`src/rtl/chrono_display_driver.sv`:
```
// -----------------------------------------------------------------------------
// chrono_display_driver
//
// Takes the chronometer's binary tenths-of-second count and shows it on a
// 4-digit, common-anode, time-multiplexed 7-segment display.
//
//   * A sequential double-dabble engine turns the binary count into 4 BCD
//     digits, one shift per clock. Counts above MAX_VALUE saturate to it and
//     raise ovf.
//   * A scan counter holds each digit lit for REFRESH clocks and then moves
//     on to the next one (0 -> 1 -> 2 -> 3 -> 0).
//   * One fixed decimal point sits on digit DP_DIGIT. Leading zeros to the
//     left of that digit are blanked. blink darkens the whole display.
//
// Ports
//   clk    in   1   system clock, all state changes on its rising edge
//   rst    in   1   synchronous, active-high reset
//   value  in  16   binary count from the chronometer controller
//   blink  in   1   1 = all digits dark (the scan and conversion keep running)
//   an     out  4   digit anodes, active-low, one-hot, bit i = digit i
//   seg    out  7   segments {g,f,e,d,c,b,a}, active-low
//   dp     out  1   decimal point, active-low
//   busy   out  1   a BCD conversion is in progress
//   ovf    out  1   the last converted value was above MAX_VALUE
// -----------------------------------------------------------------------------
module chrono_display_driver #(
  parameter int REFRESH   = 50000,  // clocks per digit, at least 2
  parameter int DP_DIGIT  = 1,      // digit whose decimal point is lit (0 = rightmost)
  parameter int MAX_VALUE = 9999    // largest displayable count
) (
  input  logic        clk,
  input  logic        rst,
  input  logic [15:0] value,
  input  logic        blink,
  output logic [3:0]  an,
  output logic [6:0]  seg,
  output logic        dp,
  output logic        busy,
  output logic        ovf
);

  // ---------------------------------------------------------------------------
  // Constants
  // ---------------------------------------------------------------------------
  localparam logic [1:0] ST_IDLE   = 2'd0;
  localparam logic [1:0] ST_CONV   = 2'd1;
  localparam logic [1:0] ST_COMMIT = 2'd2;

  localparam int             REF_W    = $clog2(REFRESH);
  localparam logic [REF_W-1:0] REF_LAST = REF_W'(REFRESH - 1);

  localparam logic [15:0] MAX_V  = MAX_VALUE[15:0];
  localparam logic [1:0]  DP_SEL = DP_DIGIT[1:0];

  localparam logic [6:0]  SEG_BLANK = 7'h7F;

  // ---------------------------------------------------------------------------
  // Helper functions
  // ---------------------------------------------------------------------------

  // Double-dabble correction: any BCD nibble of 5 or more gets +3 so that the
  // following left shift carries correctly into the next decimal digit.
  function automatic logic [15:0] f_add3(input logic [15:0] bcd);
    logic [15:0] res;
    res = bcd;
    for (int i = 0; i < 4; i++) begin
      if (bcd[4*i +: 4] >= 4'd5) res[4*i +: 4] = bcd[4*i +: 4] + 4'd3;
    end
    return res;
  endfunction

  // BCD digit to active-low {g,f,e,d,c,b,a} pattern.
  function automatic logic [6:0] f_seg7(input logic [3:0] digit);
    logic [6:0] res;
    case (digit)
      4'd0:    res = 7'b1000000;
      4'd1:    res = 7'b1111001;
      4'd2:    res = 7'b0100100;
      4'd3:    res = 7'b0110000;
      4'd4:    res = 7'b0011001;
      4'd5:    res = 7'b0010010;
      4'd6:    res = 7'b0000010;
      4'd7:    res = 7'b1111000;
      4'd8:    res = 7'b0000000;
      4'd9:    res = 7'b0010000;
      default: res = SEG_BLANK;
    endcase
    return res;
  endfunction

  // ---------------------------------------------------------------------------
  // Conversion state
  // ---------------------------------------------------------------------------
  logic [1:0]  r_state;
  logic [15:0] r_last_val;   // last value accepted for conversion
  logic [15:0] r_src;        // binary bits still to be shifted into r_bcd
  logic [15:0] r_bcd;        // BCD accumulator
  logic [3:0]  r_cnt;        // shifts done so far
  logic        r_ovf_pend;   // overflow flag travelling with the conversion
  logic [15:0] r_digits;     // committed digits, digit i in [4*i +: 4]
  logic        r_busy;
  logic        r_ovf;

  logic        w_over;
  logic [15:0] w_sat;
  logic [15:0] w_bcd_adj;

  assign w_over    = (value > MAX_V);
  assign w_sat     = w_over ? MAX_V : value;
  assign w_bcd_adj = f_add3(r_bcd);

  // NOTE: sequential state is written only with non-blocking assignments, so
  // every always_ff sees register values from before the edge, whatever order
  // the blocks are evaluated in.
  always_ff @(posedge clk) begin
    if (rst) begin
      r_state    <= ST_IDLE;
      r_last_val <= '0;
      r_src      <= '0;
      r_bcd      <= '0;
      r_cnt      <= '0;
      r_ovf_pend <= 1'b0;
      r_digits   <= '0;
      r_busy     <= 1'b0;
      r_ovf      <= 1'b0;
    end else begin
      case (r_state)
        ST_IDLE: begin
          // Changes that arrive while a conversion runs are not lost. The
          // comparison is made again on return to IDLE, so the latest value
          // always gets converted.
          if (value != r_last_val) begin
            r_last_val <= value;
            r_src      <= w_sat;
            r_ovf_pend <= w_over;
            r_bcd      <= '0;
            r_cnt      <= '0;
            r_busy     <= 1'b1;
            r_state    <= ST_CONV;
          end
        end

        ST_CONV: begin
          {r_bcd, r_src} <= {w_bcd_adj, r_src} << 1;
          r_cnt          <= r_cnt + 4'd1;
          if (r_cnt == 4'd15) r_state <= ST_COMMIT;
        end

        ST_COMMIT: begin
          r_digits <= r_bcd;
          r_ovf    <= r_ovf_pend;
          r_busy   <= 1'b0;
          r_state  <= ST_IDLE;
        end

        default: r_state <= ST_IDLE;
      endcase
    end
  end

  // ---------------------------------------------------------------------------
  // Scan counter
  // ---------------------------------------------------------------------------
  logic [REF_W-1:0] r_ref_cnt;
  logic [1:0]       r_digit_sel;

  always_ff @(posedge clk) begin
    if (rst) begin
      r_ref_cnt   <= '0;
      r_digit_sel <= '0;
    end else if (r_ref_cnt == REF_LAST) begin
      r_ref_cnt   <= '0;
      r_digit_sel <= r_digit_sel + 2'd1;  // wraps 3 -> 0
    end else begin
      r_ref_cnt <= r_ref_cnt + 1'b1;
    end
  end

  // ---------------------------------------------------------------------------
  // Digit selection and leading-zero blanking
  // ---------------------------------------------------------------------------
  logic [3:0] w_cur_digit;
  logic       w_zero3;      // digit 3 is zero
  logic       w_zero2;      // digits 3..2 are zero
  logic       w_zero1;      // digits 3..1 are zero
  logic       w_zero0;      // digits 3..0 are zero
  logic       w_zero_from_sel;
  logic       w_lz_blank;

  assign w_cur_digit = r_digits[{r_digit_sel, 2'b00} +: 4];

  assign w_zero3 = (r_digits[15:12] == 4'd0);
  assign w_zero2 = w_zero3 && (r_digits[11:8] == 4'd0);
  assign w_zero1 = w_zero2 && (r_digits[7:4]  == 4'd0);
  assign w_zero0 = w_zero1 && (r_digits[3:0]  == 4'd0);

  // NOTE: every variable written in always_comb gets a default first, so no
  // path through the block can leave it unassigned and infer a latch.
  always_comb begin
    w_zero_from_sel = 1'b0;
    case (r_digit_sel)
      2'd0: w_zero_from_sel = w_zero0;
      2'd1: w_zero_from_sel = w_zero1;
      2'd2: w_zero_from_sel = w_zero2;
      2'd3: w_zero_from_sel = w_zero3;
      default: w_zero_from_sel = 1'b0;
    endcase
  end

  // Digits at or to the right of the decimal point always show their value,
  // so "0.5" reads correctly rather than ".5".
  assign w_lz_blank = (r_digit_sel > DP_SEL) && w_zero_from_sel;

  // ---------------------------------------------------------------------------
  // Registered display outputs (one cycle behind digit_sel / digits)
  // ---------------------------------------------------------------------------
  logic [3:0] r_an;
  logic [6:0] r_seg;
  logic       r_dp;

  always_ff @(posedge clk) begin
    if (rst || blink) begin
      r_an  <= 4'b1111;
      r_seg <= SEG_BLANK;
      r_dp  <= 1'b1;
    end else begin
      r_an  <= ~(4'b0001 << r_digit_sel);
      r_seg <= w_lz_blank ? SEG_BLANK : f_seg7(w_cur_digit);
      r_dp  <= (r_digit_sel == DP_SEL) ? 1'b0 : 1'b1;
    end
  end

  assign an   = r_an;
  assign seg  = r_seg;
  assign dp   = r_dp;
  assign busy = r_busy;
  assign ovf  = r_ovf;

endmodule

```
`config.mk`:
```
export PLATFORM = sky130hd
export DESIGN_NAME = chrono_display_driver
export DESIGN_NICKNAME = d
export VERILOG_FILES = /design/src/rtl/chrono_display_driver.sv
export SDC_FILE = /design/constraint.sdc
export NUM_CORES = 1
export LEC_CHECK = 0
export ABC_AREA = 1
export CAP_MARGIN = 20
export CORE_MARGIN = 5
export CORE_UTILIZATION = 40
export CTS_CLUSTER_DIAMETER = 50
export CTS_CLUSTER_SIZE = 16
export DETAILED_ROUTE_END_ITERATION = 7
export GPL_ROUTABILITY_DRIVEN = 1
export HOLD_SLACK_MARGIN = 0.08
export RECOVER_POWER = 100
export SETUP_SLACK_MARGIN = 0.2
export SLEW_MARGIN = 20
export SYNTH_ARGS = -nofsm -noshare
export SYNTH_HDL_FRONTEND = slang
export SYNTH_SLANG_ARGS = --single-unit
export TNS_END_PERCENT = 100
```
`constraint.sdc`:
```
create_clock -name clk -period 3.5 [get_ports clk]
set_input_delay 0.7 -clock clk [delete_from_list [all_inputs] [get_ports clk]]
set_output_delay 0.7 -clock clk [all_outputs]
set_load 0.05 [all_outputs]
```
==> run summary, run 1 <==
run status -> finished, final reports clean
core area -> 0.0126 sq mm
period utilization -> 0.774
syn avg cell area -> 6.98 sq um
drt first pass iters -> 7
Initial Util -> 0.405
Post-synth EDFFs -> 0
worst min path class -> flop to flop
Detailed Place HPWL -> 7650 um
cell area after synthesis -> 0.00509 sq mm
Ys Warns -> 0
Post-Synth Simple-Gate Area -> 0.278
r2r setup slk -> 1.17 ns
fin crit period -> 2.71 ns
#FFs+latches synth -> 102
Synth async-reset ratio -> 0
Final nets -> 786
count of input and output buffers -> 32
CP Capture Type -> flop
1st-iter DRT viols -> 314
vias per cell -> 5.00
Hold EP -> r_ref_cnt[0]
relative max-transition margin -> 0.112
Worst R2R End -> r_src[3]
hold wc startpoint -> r_ref_cnt[0]
Setup Crit Path Kind -> primary input to flop
LEAKAGE -> 0.00228 uW
total power -> 2480 uW
Post-Synth Adder-Cell Area -> 0.0491
mux contribution to synthesized area -> 0
Max rail drop VDD -> 0.000231 V
CTS root buffer -> clkbuf_16
Num Clock Sinks -> 102
commonest non-fill, non-tap cell in the layout -> nand2_1
final hold vios -> 0
Required @ worst endpoint -> 3.68 ns
cts hold-fix bufs -> 0
Fmax -> 369 MHz
arrival time at the worst endpoint -> 2.89 ns
r2r worst-path depth -> 8
setup_tns -> 0 ns
total CTS buffers -> 9
Max Buffers Root-to-Sink -> 2
max cap viols -> 0
most frequent cells in the layout -> nand2_1, dfxtp_1, a21oi_1, nand3_1, inv_1
Slew @ Worst Pin -> 1.33 ns
worst hold stages -> 1
Max Slew Vio Count -> 0
Area Growth Syn to Fin -> 13.4%
Routed WL -> 11300 um
IO Count -> 33
gate count of the mapped netlist -> 730
Seq/Total Area, Yosys -> 0.401
largest cells by area after synthesis -> dfxtp_1, nand2_1, a21oi_1, nand3_1, inv_1
total grt overflow -> 0
Clock transition at path regs -> 0.06 ns
DIE AREA -> 0.0151 sq mm
XOR/XNOR Fraction of Synth Area -> 0.0120
CTS tree -> yes
die height -> 123 um
worst-skew pair later-pin latency -> 0.36 ns
Setup violations, final -> 0
largest family of logic cells by synthesized area -> simple AND/OR/NAND/NOR gates
worst hold margin -> 0.450 ns
Yosys top cell area share -> 0.401
dominant cell type by area after synthesis -> dfxtp_1
total track usage -> 0.154
DRC Markers -> 0
worst-path maximum fanout -> 52
FP Rows -> 41
Synth Net Count -> 769
wire length per cell -> 12.2 um
synth unique cells -> 34
first-pass GRT wire length -> 18800 um
clock skew -> 0.00857 ns
CTS resizes -> 0
vias in the first global route -> 4161
post-synthesis compound-gate area fraction -> 0.161
Detail Route Antenna Nets -> 0
launch point of the worst reg-to-reg path -> r_state[1]
share of layout cells above drive strength 1 -> 0.0465
startpoint types -> primary input
vias -> 4616
Main synth FF type -> dfxtp_1
H-tree lvl count -> 3
Ant. Diodes -> 0
Setup Fix Bufs, Post-CTS -> 0
Final GP Congestion -> 0.839
largest net degree at the start of global routing -> 54
pwr dens -> 429 mW/mm^2
initial antenna violation count -> 0
chip width -> 123 um
RSZ-0062 raised after global routing -> false
## flip-flops by register name, indices dropped and copies added, names as in the netlist, 3 cells and up
| register | flops |
|---|---|
| r_bcd | 16 |
| r_digits | 16 |
| r_last_val | 16 |
| r_ref_cnt | 16 |
| r_src | 16 |
| seg | 7 |
| r_cnt | 4 |
| an | 3 |
## kinds of logic (layout without fill, tap and decap cells)
kind of cell    count (synthesis)  in the layout
simple gates                  326            326
fa+ha+maj                      20             20
compound gates                155            155
buf+inv                       120            142
xor+xnor                        7              7
flops                         102            102
## power by group
group	total, uW	switching, uW	internal [uW]	leakage (uW)
clock network	1020	449	571	0.000148
registers	1220	21.0	1200	0.000832
logic	241	158	83.2	0.00130
total	2480	628	1850	0.00228
## stage by stage
stage                      util  worst slack [ns]  instances  cell area (sq um)
after CTS                 0.461             0.978        924               5790
after floorplan               -              1.74        730               5090
final                     0.460             0.792        924               5780
after global routing      0.460             0.581        924               5780
after detailed placement  0.437             0.608        908               5490
after global placement    0.437             0.640        908               5490
## synth_stat cells, types with 2 or more instances
library cell / number
nand2_1: 160
dfxtp_1: 102
a21oi_1: 87
nand3_1: 85
inv_1: 81
nor2_1: 52
o21ai_0: 51
ha_1: 20
clkbuf_1: 14
nor3_1: 9
inv_2: 8
buf_1: 6
nand4_1: 6
xor2_1: 6
buf_6: 5
buf_2: 4
nor2_2: 4
nor4_1: 4
o21bai_1: 4
o211ai_1: 3
a21oi_2: 2
buf_4: 2
nand2_4: 2
o21a_1: 2
o21ai_2: 2
## how the worst max path moves through the flow
stage | startpoint | end
2_1_floorplan | value[2] | r_src[13]
3_3_place_gp | value[7] | r_src[12]
3_5_place_dp | value[4] | r_src[1]
4_1_cts | value[4] | r_src[6]
5_1_grt | rst | r_digits[2]
6_report | value[4] | r_src[6]
## final cells by class
type | instances | area, sq um
fill | 1292 | 6790
multi-input combinational | 508 | 2540
sequential | 102 | 2040
timing repair buffer | 37 | 345
inverter | 89 | 334
clock buffer | 10 | 239
tap | 172 | 215
clock inverter | 6 | 61.3
## critical path, cell delays in order
cell,delay [ns]
dlygate4sd3_1,0.64
clkinv_1,0.12
nand2_1,0.07
nand2_1,0.04
nor2_1,0.10
nand2_1,0.09
nor2_1,0.19
nand2_4,0.20
nand2_8,0.33
nand2_4,0.22
nand2_1,0.10
a21oi_1,0.06
## per-layer routing
metal	wire, um	vias up	track usage
met5	0	-	0
met4	108	0	0.0406
met3	421	8	0.0498
met2	5400	74	0.257
met1	5390	2124	0.193
li1	-	2410	-
(Power assumes the default switching activity.)
==> run 2: changes to the inputs <==
- clock period: 3.5 -> 2.7 ns (I/O delays scaled with it)
==> run 2 against run 1 <==
  * Sequential cell count unchanged
  * Critical endpoint is now r_src[11]
  * Die area unchanged
  * Global-route usage hardly changed
  * Non-clock buffer count up 3
  * Largest power group unchanged
  * Register-to-register slack got worse by 0.67 ns
  * Largest cell class unchanged
==> run summary, run 2 (synthesis gave the netlist of run 1 again) <==
Max Buffers Root-to-Sink -> 2
Max rail drop VDD -> 0.000276 V
Clock Power Share -> 0.400
Multi-input gate area -> 0.00254 sq mm
share of layout cells above drive strength 1 -> 0.0517
Num Clock Sinks -> 102
internal power -> 2360 uW
DRC Markers -> 0
Final GP Congestion -> 0.831
Detail Route Antenna Nets -> 0
Required @ worst endpoint -> 2.92 ns
worst-skew pair later-pin latency -> 0.35 ns
Initial Util -> 0.405
total track usage -> 0.155
Routed WL -> 11100 um
period utilization -> 0.834
Register Area -> 0.00204 sq mm
Max Slew Vio Count -> 0
H-tree lvl count -> 3
die height -> 123 um
Fmax -> 444 MHz
pwr dens -> 545 mW/mm^2
chip width -> 123 um
IO Count -> 33
arrival time at the worst endpoint -> 2.47 ns
most frequent cells in the layout -> nand2_1, dfxtp_1, a21oi_1, nand3_1, inv_1
1st-iter DRT viols -> 231
total grt overflow -> 0
clock skew -> 0.0106 ns
Slew @ Worst Pin -> 0.978 ns
LEAKAGE -> 0.00230 uW
count of input and output buffers -> 32
run status -> finished, final reports clean
CTS tree -> yes
slowest stage delay, CP -> 0.55 ns
first-pass GRT wire length -> 18900 um
largest net degree at the start of global routing -> 53
final non-filler cell total -> 927
vias in the first global route -> 4242
Detailed Place HPWL -> 7810 um
r2r setup slk -> 0.50 ns
total CTS buffers -> 9
worst hold margin -> 0.443 ns
relative max-transition margin -> 0.348
cell with the most instances on the worst path -> nand2_1
Worst Setup Slack, final -> 0.449 ns
total power -> 3160 uW
pre-CTS WS -> 0.355 ns
Net Sw Frac -> 0.252
Setup Crit Path Kind -> primary input to flop
P_sw -> 796 uW
Setup violations, final -> 0
Inst Count DP -> 911
Area Growth Syn to Fin -> 13.9%
worst-path maximum fanout -> 17
commonest non-fill, non-tap cell in the layout -> nand2_1
# fillers -> 1304
vias -> 4608
cts hold-fix bufs -> 0
Final nets -> 789
CP max stage cell -> clkdlybuf4s50_1
initial antenna violation count -> 0
Clock transition at path regs -> 0.07 ns
register share of total power -> 0.500
vias per cell -> 4.97
Ant. Diodes -> 0
CTS root buffer -> clkbuf_16
worst min path class -> flop to flop
final hold vios -> 0
wire length per cell -> 12.0 um
core area -> 0.0126 sq mm
FP Rows -> 41
DIE AREA -> 0.0151 sq mm
startpoint types -> primary input
fin crit period -> 2.25 ns
RSZ-0062 raised after global routing -> false
max cap viols -> 0
setup_tns -> 0 ns
combinational share of power -> 0.100
drt first pass iters -> 5
CTS resizes -> 0
CP Cell Sequence -> clkdlybuf4s50_1 -> inv_2 -> nand2_1 -> nand2_1 -> nor2_1 -> nand2_1 -> nor2_2 -> nand2_4 -> nand2_8 -> nand2_1 -> nand2_1 -> a21oi_1
CP Capture Type -> flop
Setup Fix Bufs, Post-CTS -> 0
==> run 2: cell type report <==
cell class,count,share of cell area
sequential,102,0.352
tap,172,0.0371
multi-input combinational,508,0.437
clock buffer,13,0.0466
clock inverter,3,0.00302
inverter,89,0.0576
timing repair buffer,40,0.0664
==> run 2: worst paths after layout <==
kind / startpoint / depth (start not counted) / to
worst min-delay path: r_ref_cnt[0] / 1 / r_ref_cnt[0]
worst max-delay path: value[7] / 12 / r_src[11]
worst max register to register: r_state[0] / 6 / r_src[11]
worst min register to register: r_ref_cnt[0] / 1 / r_ref_cnt[0]
==> run 2: per-stage QoR <==
stage,utilization,instance area (sq um)
6_report,0.462,5800
5_1_grt,0.462,5800
4_1_cts,0.463,5820
3_5_place_dp,0.440,5530
3_3_place_gp,0.440,5530
2_1_floorplan,-,5090
==> run 2: critical path: cells and delay by family <==
family	cells	cell delay, ns
AND/OR/NAND/NOR	9	1.24
buffers and inverters	2	0.60
AO/OA/AOI/OAI	1	0.09
==> run 2: power groups by stage <==
stage | registers [uW] | logic (uW) | clock network (uW)
5_1_grt | 1580 | 360 | 1380
2_1_floorplan | 1630 | 208 | 0
3_5_place_dp | 1610 | 327 | 0
6_report | 1580 | 317 | 1260
3_3_place_gp | 1610 | 321 | 0
4_1_cts | 1580 | 328 | 1310
==> run 2: routing by layer <==
metal | vias up | part of all wire | track usage
li1 | 2413 | - | -
met1 | 2101 | 0.47 | 0.185
met2 | 80 | 0.48 | 0.270
met3 | 14 | 0.043 | 0.0456
met4 | 0 | 0.011 | 0.0427
met5 | - | 0 | 0
==> run 3: changes to the inputs <==
- clock period: 2.7 -> 2.35 ns (I/O delays scaled with it)
==> run 3 against run 2 <==
  * Hold slack worse by 0.0027 ns
  * Clock-buffer cell count is 2 lower
  * Utilization is 0.45 points higher
==> run summary, run 3 (synthesis gave the netlist of run 1 again) <==
vias per cell -> 4.94
H-tree lvl count -> 3
DIE AREA -> 0.0151 sq mm
Required @ worst endpoint -> 1.88 ns
CP Cell Sequence -> dlygate4sd3_1
setup_tns -> 0 ns
LEAKAGE -> 0.00232 uW
initial antenna violation count -> 0
worst-path maximum fanout -> 2
Ant. Diodes -> 0
register share of total power -> 0.489
CTS resizes -> 0
Detailed Place HPWL -> 7890 um
commonest non-fill, non-tap cell in the layout -> nand2_1
RSZ-0062 raised after global routing -> false
CP max stage cell -> dlygate4sd3_1
total CTS buffers -> 9
run status -> finished, final reports clean
Num Clock Sinks -> 102
FP Rows -> 41
Max rail drop VDD -> 0.000483 V
r2r setup slk -> 0.43 ns
arrival time at the worst endpoint -> 1.57 ns
Setup Fix Bufs, Post-CTS -> 0
CP Capture Type -> primary output
internal power -> 2800 uW
Area Growth Syn to Fin -> 15.0%
first-pass GRT wire length -> 19100 um
CTS tree -> yes
most frequent cells in the layout -> nand2_1, dfxtp_1, a21oi_1, nand3_1, inv_1
Routed WL -> 11200 um
Clock Power Share -> 0.410
Net Sw Frac -> 0.245
total grt overflow -> 0
Final GP Congestion -> 0.836
Setup Crit Path Kind -> flop to primary output
worst min path class -> primary input to flop
vias in the first global route -> 4247
Crit path max-delay family -> buffers and inverters
Fmax -> 489 MHz
Detail Route Antenna Nets -> 0
Hold EP -> an[3]
Initial Util -> 0.405
total track usage -> 0.156
final hold vios -> 0
worst hold margin -> 0.440 ns
Slew @ Worst Pin -> 1.01 ns
Max Buffers Root-to-Sink -> 2
drt first pass iters -> 5
hold wc startpoint -> rst
vias -> 4593
Setup violations, final -> 0
relative max-transition margin -> 0.323
Worst R2R End -> r_bcd[2]
P_sw -> 910 uW
pwr dens -> 634 mW/mm^2
period utilization -> 0.870
Final nets -> 791
core area -> 0.0126 sq mm
cts hold-fix bufs -> 0
chip width -> 123 um
wire length per cell -> 12.0 um
fin crit period -> 2.04 ns
worst-skew pair later-pin latency -> 0.35 ns
DRC Markers -> 0
startpoint types -> flop
worst hold stages -> 3
largest net degree at the start of global routing -> 54
max cap viols -> 0
slowest stage delay, CP -> 0.88 ns
launch point of the worst reg-to-reg path -> r_state[0]
Max Slew Vio Count -> 0
Clock transition at path regs -> 0.07 ns
count of input and output buffers -> 32
r2r worst-path depth -> 7
combinational share of power -> 0.101
crit path buf inv count -> 1
share of layout cells above drive strength 1 -> 0.0568
1st-iter DRT viols -> 303
CTS root buffer -> clkbuf_16
IO Count -> 33
clock skew -> 0.00492 ns
die height -> 123 um
==> run 3: layout make-up <==
cell class / count / area (sq um)
timing repair buffer: 42 / 413
tap: 172 / 215
sequential: 102 / 2040
inverter: 89 / 334
fill: 1270 / 6710
clock buffer: 11 / 253
multi-input combinational: 508 / 2540
clock inverter: 5 / 57.6
==> run 3: layer usage <==
layer,share of wire,global-route usage,wire length [um]
met4,0.013,0.0455,142
met5,0,0,0
met3,0.036,0.0336,407
met1,0.47,0.191,5200
met2,0.49,0.273,5420
==> run 3: worst min-delay path, cell delays in order <==
cell and delay, ns:
buf_2 0.13, nor2_1 0.10, nand2_1 0.06
==> run 3: power by group through the flow <==
stage / combinational, uW / clock (uW) / sequential [uW]
final: 375 / 1520 / 1820
after global routing: 424 / 1640 / 1820
after CTS: 384 / 1580 / 1810
after detailed placement: 383 / 0 / 1850
after global placement: 378 / 0 / 1850
after floorplan: 240 / 0 / 1870
==> run 3: how the worst max path moves through the flow <==
stage | from | to | cells after the start
2_1_floorplan | r_digit_sel[0] | seg[3] | 8
3_3_place_gp | value[7] | r_src[4] | 12
3_5_place_dp | value[7] | r_src[1] | 12
4_1_cts | r_digit_sel[0] | seg[4] | 8
5_1_grt | value[14] | r_src[0] | 11
6_report | busy | busy | 1
==> run 3: per-stage QoR <==
step,cells,total power [uW],setup WS (ns),area [sq um],utilization
after global placement,913,2230,0.110,5560,0.442
after global routing,929,3880,0.194,5860,0.466
final,929,3710,0.306,5860,0.466
after detailed placement,913,2240,0.0820,5560,0.442
after CTS,929,3770,0.328,5870,0.467
after floorplan,730,2110,0.728,5090,-
